**src/rtl/trace_packer_pkg.sv**
```systemverilog
// trace_packer_pkg -- shared Tracer/Logger store-interface constants and trace FSM states.
// Revision 1.0
`default_nettype none

package trace_packer_pkg;

  localparam int TRB_WIDTH          = 64;
  localparam int TRB_NTRACE_BITS    = $clog2($clog2(TRB_WIDTH) + 1);
  localparam int TRB_EVENT_POS_BITS = $clog2(TRB_WIDTH);

  typedef enum logic [1:0] {
    ARMED     = 2'd0,
    TRIGGERED = 2'd1,
    STOPPED   = 2'd2
  } trace_state_t;

endpackage

`default_nettype wire

```
**src/rtl/trace_packer_if.sv**
```systemverilog
// trace_packer_if -- probe sample input, Logger control and store handshake bundle.
// Revision 1.0
`default_nettype none

interface trace_packer_if;
  import trace_packer_pkg::*;

  logic [TRB_WIDTH-1:0]          trace;
  logic                          trace_valid;
  logic                          trigger;
  logic                          mode;
  logic [TRB_NTRACE_BITS-1:0]    ntrace;
  logic                          trg_delayed;
  logic [TRB_WIDTH-1:0]          data;
  logic                          store;
  logic                          store_perm;
  logic [TRB_EVENT_POS_BITS-1:0] event_pos;
  logic                          trg_event;
  logic                          overflow;

  modport slave (
    input  trace, trace_valid, trigger, mode, ntrace, trg_delayed, store_perm,
    output data, store, event_pos, trg_event, overflow
  );

  modport master (
    output trace, trace_valid, trigger, mode, ntrace, trg_delayed, store_perm,
    input  data, store, event_pos, trg_event, overflow
  );

endinterface

`default_nettype wire

```
**src/rtl/trace_packer.sv**
```systemverilog
// trace_packer -- packs 2**ntrace-bit samples into words for the Logger, tracks first trigger.
// Revision 1.0
`default_nettype none

module trace_packer
  import trace_packer_pkg::*;
(
  input  wire logic      clk,
  input  wire logic      rst_n,
  trace_packer_if.slave  bus
);

  localparam int                         POS_BITS = TRB_EVENT_POS_BITS;
  localparam logic [TRB_NTRACE_BITS-1:0] NT_MAX   = TRB_NTRACE_BITS'(POS_BITS);
  localparam logic [POS_BITS:0]          ONE_W    = 1;

  trace_state_t               state, state_nx;
  logic [TRB_WIDTH-1:0]       fill_reg, hold_data;
  logic [POS_BITS-1:0]        fill_cnt, event_pos;
  logic                       fill_trig, hold_valid, hold_trig, overflow;
  logic [TRB_NTRACE_BITS-1:0] ntrace_q;

  logic [TRB_NTRACE_BITS-1:0] nt;
  logic [POS_BITS-1:0]        k, last_idx, pos;
  logic [POS_BITS:0]          lane_w;
  logic [TRB_WIDTH-1:0]       lane_mask, word_nx;
  logic width_chg, accept, trig_take, stop_now, word_done, word_trig, handoff, hold_free;

  // A width change restarts the word, so the sample arriving with it lands at slot 0.
  always_comb begin
    nt        = (bus.ntrace > NT_MAX) ? NT_MAX : bus.ntrace;
    width_chg = (bus.ntrace != ntrace_q);
    k         = width_chg ? '0 : fill_cnt;
    last_idx  = POS_BITS'((TRB_WIDTH >> nt) - 1);
    pos       = k << nt;
    lane_w    = ONE_W << nt;
    lane_mask = ~({TRB_WIDTH{1'b1}} << lane_w);
    accept    = bus.trace_valid && (state != STOPPED);
    trig_take = accept && bus.trigger && (state == ARMED);
    stop_now  = (state == TRIGGERED) && bus.mode && bus.trg_delayed;
    word_done = accept && (k == last_idx);
    word_nx   = (width_chg ? '0 : fill_reg) | ((bus.trace & lane_mask) << pos);
    word_trig = (fill_trig && !width_chg) || trig_take;
    handoff   = hold_valid && bus.store_perm;
    hold_free = !hold_valid || handoff;
  end

  always_comb begin
    state_nx = state;
    case (state)
      ARMED:     if (trig_take) state_nx = TRIGGERED;
      TRIGGERED: if (stop_now)  state_nx = STOPPED;
      STOPPED:   state_nx = STOPPED;
      default:   state_nx = ARMED;
    endcase
  end

  always_ff @(posedge clk or negedge rst_n) begin
    if (!rst_n) state <= ARMED;
    else        state <= state_nx;
  end

  always_ff @(posedge clk or negedge rst_n) begin
    if (!rst_n) begin
      fill_reg   <= '0;
      fill_cnt   <= '0;
      fill_trig  <= 1'b0;
      hold_data  <= '0;
      hold_valid <= 1'b0;
      hold_trig  <= 1'b0;
      event_pos  <= '0;
      overflow   <= 1'b0;
      ntrace_q   <= '0;
    end else begin
      ntrace_q <= bus.ntrace;

      if (stop_now || word_done || (width_chg && !accept)) begin
        fill_reg  <= '0;
        fill_cnt  <= '0;
        fill_trig <= 1'b0;
      end else if (accept) begin
        fill_reg  <= word_nx;
        fill_cnt  <= k + 1'b1;
        fill_trig <= word_trig;
      end

      if (trig_take) event_pos <= pos;

      // A completed word may enter the holding register on the same edge it drains.
      if (word_done && hold_free) begin
        hold_data  <= word_nx;
        hold_valid <= 1'b1;
        hold_trig  <= word_trig;
      end else if (handoff) begin
        hold_valid <= 1'b0;
        hold_trig  <= 1'b0;
      end

      if (word_done && !hold_free) overflow <= 1'b1;
    end
  end

  assign bus.data      = hold_data;
  assign bus.store     = hold_valid;
  assign bus.event_pos = event_pos;
  assign bus.trg_event = handoff && hold_trig;
  assign bus.overflow  = overflow;

endmodule

`default_nettype wire
```
**src/flat_wrapper.sv**
```systemverilog
// flat-port wrapper written by rule: the top's interface ports become plain ports
module trace_packer_flat import trace_packer_pkg::*;
  (clk, rst_n, bus_trace, bus_trace_valid, bus_trigger, bus_mode, bus_ntrace, bus_trg_delayed, bus_store_perm, bus_data, bus_store, bus_event_pos, bus_trg_event, bus_overflow);
  trace_packer_if bus_i ();
  input  wire logic clk;
  input  wire logic rst_n;
  input wire logic [$bits(bus_i.trace)-1:0] bus_trace;
  input wire logic [$bits(bus_i.trace_valid)-1:0] bus_trace_valid;
  input wire logic [$bits(bus_i.trigger)-1:0] bus_trigger;
  input wire logic [$bits(bus_i.mode)-1:0] bus_mode;
  input wire logic [$bits(bus_i.ntrace)-1:0] bus_ntrace;
  input wire logic [$bits(bus_i.trg_delayed)-1:0] bus_trg_delayed;
  input wire logic [$bits(bus_i.store_perm)-1:0] bus_store_perm;
  output wire logic [$bits(bus_i.data)-1:0] bus_data;
  output wire logic [$bits(bus_i.store)-1:0] bus_store;
  output wire logic [$bits(bus_i.event_pos)-1:0] bus_event_pos;
  output wire logic [$bits(bus_i.trg_event)-1:0] bus_trg_event;
  output wire logic [$bits(bus_i.overflow)-1:0] bus_overflow;
  assign bus_i.trace = bus_trace;
  assign bus_i.trace_valid = bus_trace_valid;
  assign bus_i.trigger = bus_trigger;
  assign bus_i.mode = bus_mode;
  assign bus_i.ntrace = bus_ntrace;
  assign bus_i.trg_delayed = bus_trg_delayed;
  assign bus_i.store_perm = bus_store_perm;
  assign bus_data = bus_i.data;
  assign bus_store = bus_i.store;
  assign bus_event_pos = bus_i.event_pos;
  assign bus_trg_event = bus_i.trg_event;
  assign bus_overflow = bus_i.overflow;
  trace_packer u_core (.clk(clk), .rst_n(rst_n), .bus(bus_i));
endmodule
```
**config.mk**
```make
export PLATFORM = sky130hd
export DESIGN_NAME = trace_packer_flat
export DESIGN_NICKNAME = d
export VERILOG_FILES = /design/src/rtl/trace_packer_pkg.sv /design/src/rtl/trace_packer_if.sv /design/src/rtl/trace_packer.sv /design/src/flat_wrapper.sv
export SDC_FILE = /design/constraint.sdc
export NUM_CORES = 1
export LEC_CHECK = 0
export CAP_MARGIN = 20
export CELL_PAD_IN_SITES_DETAIL_PLACEMENT = 1
export CELL_PAD_IN_SITES_GLOBAL_PLACEMENT = 2
export CORE_MARGIN = 8
export CORE_UTILIZATION = 31
export CTS_CLUSTER_SIZE = 30
export DETAILED_ROUTE_END_ITERATION = 10
export PLACE_DENSITY = 0.78
export SLEW_MARGIN = 20
export SYNTH_ARGS = -nofsm -noshare
export SYNTH_HDL_FRONTEND = slang
export SYNTH_SLANG_ARGS = --single-unit
```
**constraint.sdc**
```tcl
create_clock -name clk -period 4.07 [get_ports clk]
set_clock_uncertainty 0.05 [all_clocks]
set_input_delay 1.0175 -clock clk [delete_from_list [all_inputs] [get_ports clk]]
set_output_delay 1.0175 -clock clk [all_outputs]
set_load 0.03 [all_outputs]
```
[After elaboration in Yosys (flattened, before gate mapping)]
Cells that the tools add are included.
Operators by class
  shift-type cells: 5
  add/subtract/negate cells: 2
  bitwise logic cells: 3
  reduce and logical (&&, ||, !) cells: 24
  magnitude comparators: 1
  muxes and demuxes: 15
  eq/ne operators: 7
Operator list (count)
  $mux W64: 3
  $and A64 B64 Y64: 1
  $not A64 Y64: 1
  $or A64 B64 Y64: 1
  $shl A64 B6 Y64: 1
  $shl A64 B7 Y64 const A: 1
  $mux W6: 3
  $logic_and A1 B1 Y1: 12
  $shl A1 B3 Y7 const A: 1
  $shr A7 B3 Y6 const A: 1
  $add A6 B1 Y6 const B: 1
  $eq A6 B6 Y1: 1
  $pmux W2 S3: 1
  $shl A6 B3 Y6: 1
  $sub A6 B2 Y6 const B: 1
  $mux W1: 5
  $logic_not A1 Y1: 4
  $logic_or A1 B1 Y1: 4
  $mux W2: 2
  $ne A2 B1 Y1 const B: 2
  $reduce_bool A2 Y1: 2
  $gt A3 B3 Y1 const B: 1
  $mux W3: 1
  $ne A3 B3 Y1: 1
  other kinds (5): 5
Word-level totals
  register bits: 149
  word-level logic and storage cells: 67
  input bits: 74

[Logic depth before layout (Yosys ltp)]
  depth in word-level cells: 10
  mapped depth: 17
  depth with buffers taken out: 12

[Worst setup path after synthesis]
OpenSTA, ideal clock, no wires.
  kind: in2reg
  from: in bus_ntrace[1]
  to: reg u_core.fill_reg[61]
  path buffers: 5
  arrival time: 4.228 ns
  library setup time: 0.120 ns
  cell stages on the path: 16
  slack: -0.328 ns
  path through: ha_1 -> buf_2 -> buf_2 -> or2_2 -> clkbuf_1 -> clkinv_1 -> ha_1 -> clkbuf_1 -> a21oi_1 -> a2bb2oi_1 -> mux2_2 -> o21a_1 -> o31ai_2 -> buf_2 -> o31ai_1 -> a31o_2
Between the ends
  longest elaborated chain between the ends: 10
  elaborated cells on any way between the ends: 22
RTL lines
  from (decl): RTL line flat_wrapper.sv:11  | input wire logic [$bits(bus_i.ntrace)-1:0] bus_ntrace;
  $gt A3 B3 Y1: RTL line trace_packer.sv:31  | nt = (bus.ntrace > NT_MAX) ? NT_MAX : bus.ntrace;
  $mux W3: RTL line trace_packer.sv:31
  $shl A1 B3 Y7: RTL line trace_packer.sv:36  | lane_w = ONE_W << nt;
  $shl A64 B7 Y64: RTL line trace_packer.sv:37  | lane_mask = ~({TRB_WIDTH{1'b1}} << lane_w);
  $not A64 Y64: RTL line trace_packer.sv:37
  $and A64 B64 Y64: RTL line trace_packer.sv:42  | word_nx = (width_chg ? '0 : fill_reg) | ((bus.trace & lane_mask) << pos);
  $shl A64 B6 Y64: RTL line trace_packer.sv:42
  $or A64 B64 Y64: RTL line trace_packer.sv:42
  $mux W64: RTL line trace_packer.sv:81  | end else if (accept) begin
  $mux W64: RTL line trace_packer.sv:77  | if (stop_now || word_done || (width_chg && !accept)) begin
  to (signal assigned): RTL line trace_packer.sv:82  | fill_reg <= word_nx;
  to (decl): RTL line trace_packer.sv:18  | logic [TRB_WIDTH-1:0] fill_reg, hold_data;
Parallel ways exist; a longest one is shown, timed or not. The select of a mux whose other input is x is not followed.
A chain may end at the register's enable or synchronous reset.

[Worst setup path in the final report]
  from: in bus_ntrace[2]
  to: reg u_core.hold_data[62], in the netlist u_core.bus.data[62]
Between the ends
  longest elaborated chain between the ends: 8
  elaborated cells on any way between the ends: 17
RTL lines
  $gt A3 B3 Y1: RTL line trace_packer.sv:31
  $mux W3: RTL line trace_packer.sv:31
  $shl A1 B3 Y7: RTL line trace_packer.sv:36
  $shl A64 B7 Y64: RTL line trace_packer.sv:37
  $not A64 Y64: RTL line trace_packer.sv:37
  $and A64 B64 Y64: RTL line trace_packer.sv:42
  $shl A64 B6 Y64: RTL line trace_packer.sv:42
  $or A64 B64 Y64: RTL line trace_packer.sv:42
  to (signal assigned): RTL line trace_packer.sv:91  | hold_data <= word_nx;
  to (decl): RTL line trace_packer.sv:18
Parallel ways exist; a longest one is shown, timed or not.

==> results_tabular.tex <==
\begin{tabular}{lr}
\hline
Metric & Value \\
\hline
\multicolumn{2}{l}{\textbf{Clocking}} \\
\quad Inserted Clock Buffers & 17 \\
\quad Maximum clock path buffer count & 2 \\
\quad Htree depth & 4 \\
\quad Clock-pin slew of the registers on the worst-case setup and hold paths & 70 ps \\
\quad Clock tree from TritonCTS & built \\
\quad Clock Tree Root & sky130\_fd\_sc\_hd\_\_clkbuf\_16 \\
\quad Clock latency of the later-clocked register in the worst-skew pair & 440 ps \\
\quad Clock tree sinks & $\sim$150 \\
\multicolumn{2}{l}{\textbf{Worst setup path}} \\
\quad Maximum fanout count along the critical path & 24 \\
\quad Category of the worst setup path capture point & flip-flop \\
\quad Startpoint Class & input port \\
\quad Worst endpoint required time & 4360 ps \\
\quad Kind of critical path & in -> reg \\
\quad Arr. time, crit path & 4160 ps \\
\multicolumn{2}{l}{\textbf{Synthesis}} \\
\quad Async set or reset register ratio after synthesis & 100.0\% \\
\quad Proportion of synthesized area in mux cells & under 10\% \\
\quad Biggest area consumer among synthesized cells & sky130\_fd\_sc\_hd\_\_dfrtp\_1 \\
\quad Post-synthesis adder-cell area fraction & about 1.5\% \\
\quad Post-Synth XOR/XNOR Area & 1.321\% \\
\quad Mapped Area & 0.009853 mm2 \\
\quad Mapped Nets & 1,207 \\
\quad Simple-gate share of the synthesized area & a little under a fifth \\
\quad Top cells by instance count after synthesis & 149 x sky130\_fd\_sc\_hd\_\_dfrtp\_1, 121 x sky130\_fd\_sc\_hd\_\_nand2\_1, 95 x sky130\_fd\_sc\_hd\_\_nor2\_1 \\
\quad Most common flop cell mapped by yosys & sky130\_fd\_sc\_hd\_\_dfrtp\_1 \\
\quad Main combinational cell family by area after synthesis & compound AO/OA/AOI/OAI gates \\
\quad Number of instances in the synthesized netlist & 1,121 \\
\quad Mean Syn Cell Area & between 8 and 9 um2 \\
\quad \#FFs+latches synth & $\sim$150 \\
\quad Share of the synthesized area in the top cell type & a little under two fifths \\
\quad Post-synthesis compound-gate area fraction & 31.57\% \\
\quad Most frequent cell after synthesis & sky130\_fd\_sc\_hd\_\_dfrtp\_1 \\
\quad Biggest area contributors in the synthesized netlist & sky130\_fd\_sc\_hd\_\_dfrtp\_1 38\%, sky130\_fd\_sc\_hd\_\_nand2\_1 4.6\%, sky130\_fd\_sc\_hd\_\_nor2\_1 3.6\% \\
\quad Yosys cell types & slightly below 100 \\
\quad Total of warnings raised by yosys & 0 \\
\quad Seq/Total Area, Yosys & a little under two fifths \\
\quad EDFF count, synth & 0 \\
\multicolumn{2}{l}{\textbf{Routing}} \\
\quad DR WL/cell & 25.75 um \\
\quad Number of vias per cell & 5.845 \\
\quad Drt first pass iters & 6 \\
\quad DRC marker count from the first detailed-route iteration & 909 \\
\quad DRC violations left & 0 \\
\quad Number of antenna-violating nets in the routed design & 0 \\
\quad Sum of routed wire length over all layers & 49,820 um \\
\quad Vias after detailed routing & 11.31k \\
\multicolumn{2}{l}{\textbf{Global route}} \\
\quad Pin count of the biggest net entering global routing & 78 \\
\quad Number of antenna violations at the first check in global routing & 1 \\
\quad GRT Total Usage & 26.27\% \\
\quad Wire length of the first global-routing pass & around 77,000 um \\
\quad Number of global-route vias before repair & 11.96k \\
\quad Gr ovfl total & 0 \\
\multicolumn{2}{l}{\textbf{Placement}} \\
\quad Area of placed instances & 0.01422 mm2 \\
\quad Half-perimeter wire length after detailed placement & 39,250 um \\
\quad Weighted congestion reported at the end of routability-driven placement & between 0.9 and 1 \\
\quad Port bufs & 146 \\
\quad Worst setup timing slack at the placement stage & -820.9 ps \\
\multicolumn{2}{l}{\textbf{Power and ir drop}} \\
\quad P\_leak & 6.584 nW \\
\quad PwrDens & 397.1 mW/mm2 \\
\quad PnR Total Power & 5.963 mW \\
\quad IR Drop Worst-Case VDD & roughly 0.29 mV \\
\multicolumn{2}{l}{\textbf{Layout}} \\
\quad Number of nets in the final layout & $\sim$1.6k \\
\quad Number of antenna diodes & 0 \\
\quad Post-layout utilization of the core & 47.84\% \\
\quad Count of filler cells inserted in the layout & between 3k and 4k \\
\quad Layout Cell Area excl Fill & 0.01502 mm2 \\
\quad P\&R area growth vs syn & 52.41\% \\
\quad Fraction of layout cells with a size suffix above 1 & 29.62\% \\
\multicolumn{2}{l}{\textbf{Timing}} \\
\quad Post-route minimum period & 3879 ps \\
\quad Post-route worst hold slack & 424.9 ps \\
\quad Worst path setup slack after routing & $\sim$190 ps \\
\quad Final hold violations & 0 \\
\quad Fmax & 257.8 MHz \\
\quad Final Max Slew Viols & 0 \\
\quad Fin crit share & 95.30\% \\
\quad Endpoints failing setup & 0 \\
\quad Worst slew margin relative to its limit & 23.51\% \\
\quad Tightest Pin Transition & 1139 ps \\
\quad Unrepaired setup endpoints after global routing & false \\
\multicolumn{2}{l}{\textbf{Run}} \\
\quad Max\_cap viols & 0 \\
\multicolumn{2}{l}{\textbf{Floorplan}} \\
\quad Total die area & roughly 0.038 mm2 \\
\quad Die boundary width & 194.3 um \\
\quad Die Y-Extent & 194.3 um \\
\quad Number of top-level design ports & $\sim$150 \\
\quad Core outline area & 0.03139 mm2 \\
\quad Number of placement rows & 65 \\
\quad Starting utilization of the core area & 31.39\% \\
\multicolumn{2}{l}{\textbf{Outcome}} \\
\quad Run status & finished, final reports clean \\
\multicolumn{2}{l}{\textbf{Min path}} \\
\quad Min-Delay Path Class & reg -> reg \\
\hline
\end{tabular}
## layer usage
layer,global-route usage (%),part of all wire (%)
met5,0,0
met1,34.71,44
met3,4.304,5.7
met4,6.421,1.8
met2,44.20,48
## worst max-delay path, cell delays in order
cell	delay [ps]
sky130_fd_sc_hd__dlygate4sd2_1	320
sky130_fd_sc_hd__buf_6	250
sky130_fd_sc_hd__buf_4	290
sky130_fd_sc_hd__a21boi_1	310
sky130_fd_sc_hd__o21ai_1	120
sky130_fd_sc_hd__buf_4	150
sky130_fd_sc_hd__a211oi_1	320
sky130_fd_sc_hd__or3_1	270
sky130_fd_sc_hd__mux2i_1	100
sky130_fd_sc_hd__buf_4	160
sky130_fd_sc_hd__o21ai_1	330
sky130_fd_sc_hd__o22ai_1	130
sky130_fd_sc_hd__buf_4	170
sky130_fd_sc_hd__o31ai_1	210
## through the flow
stage	cells	TNS, ps
3_3_place_gp	1899	-48210
4_1_cts	1935	0
5_1_grt	1935	0
3_5_place_dp	1899	-59160
2_1_floorplan	1121	0
6_report	1935	0
## timing repair
item                       4_1_cts  5_1_grt
hold endpoints to repair         0        0
buffers inserted                 4        0
resized for setup               29        2
hold buffers                     0        0
gates cloned                     0        0
pin swaps                        6        2
setup endpoints to repair       51       56
## final cells by class
class,instances,area (um2),share of cell area (%)
Clock buffer,17,425.4,2.833
Clock inverter,15,210.2,1.400
Inverter,18,68.82,0.4583
Multi-Input combinational cell,854,5794,38.59
Sequential cell,149,3729,24.83
Tap cell,402,503.0,3.349
Timing Repair Buffer,480,4287,28.55
## where the power goes
group / switching, mW / leakage (nW) / total (mW) / internal (mW)
Combinational: 1.31 / 4.27 / 2.29 / 0.977
Clock: 0.737 / 0.306 / 1.73 / 0.997
Sequential: 0.187 / 2.01 / 1.94 / 1.75
Total: 2.24 / 6.58 / 5.96 / 3.73
## final timing paths
kind / startpoint / endpoint / slack (ps) / cells after the start
hold reg to reg: u_core.bus.data[4]$_DFFE_PN0P_ / u_core.bus.data[4]$_DFFE_PN0P_ / 420 / 2
max in group asynchronous: rst_n / u_core.fill_reg[14]$_DFFE_PN0P_ / 2560 / 2
setup reg to reg: u_core.fill_cnt[0]$_DFFE_PN0P_ / u_core.bus.data[36]$_DFFE_PN0P_ / 680 / 9
min in group asynchronous: rst_n / u_core.bus.data[9]$_DFFE_PN0P_ / 600 / 1
setup / recovery: bus_ntrace[2] / u_core.bus.data[62]$_DFFE_PN0P_ / 190 / 14
hold / removal: u_core.bus.data[4]$_DFFE_PN0P_ / u_core.bus.data[4]$_DFFE_PN0P_ / 420 / 2
## logic make-up (layout without fill, tap and decap cells)
kind of cell,Yosys count,in the layout
buffers and inverters,118,530
flip-flops,149,149
AND/OR/NAND/NOR,373,373
adder cells (fa/ha/maj),12,12
multiplexers,38,38
XOR/XNOR,14,14
AO/OA/AOI/OAI,417,417
## cell usage in the layout (no fill, tap or decap), types with 11 or more instances in the layout
master / instances
sky130_fd_sc_hd__o211ai_1: 24
sky130_fd_sc_hd__nand2b_1: 11
sky130_fd_sc_hd__nor3_1: 19
sky130_fd_sc_hd__clkdlybuf4s50_1: 142
sky130_fd_sc_hd__o22a_1: 11
sky130_fd_sc_hd__nand3_1: 42
sky130_fd_sc_hd__mux2i_1: 21
sky130_fd_sc_hd__mux2_2: 11
sky130_fd_sc_hd__a211oi_1: 13
sky130_fd_sc_hd__clkbuf_16: 17
sky130_fd_sc_hd__a221oi_1: 15
sky130_fd_sc_hd__o21ai_0: 61
sky130_fd_sc_hd__ha_1: 11
sky130_fd_sc_hd__nand4_1: 12
sky130_fd_sc_hd__a22oi_1: 23
sky130_fd_sc_hd__inv_1: 16
sky130_fd_sc_hd__a21oi_1: 45
sky130_fd_sc_hd__a31oi_1: 20
sky130_fd_sc_hd__nor2_1: 92
sky130_fd_sc_hd__a32o_1: 12
sky130_fd_sc_hd__buf_4: 308
sky130_fd_sc_hd__dfrtp_1: 149
sky130_fd_sc_hd__o22ai_1: 11
sky130_fd_sc_hd__nand2_1: 120
sky130_fd_sc_hd__buf_12: 25
sky130_fd_sc_hd__a22o_1: 35
(Power assumes the default switching activity.)
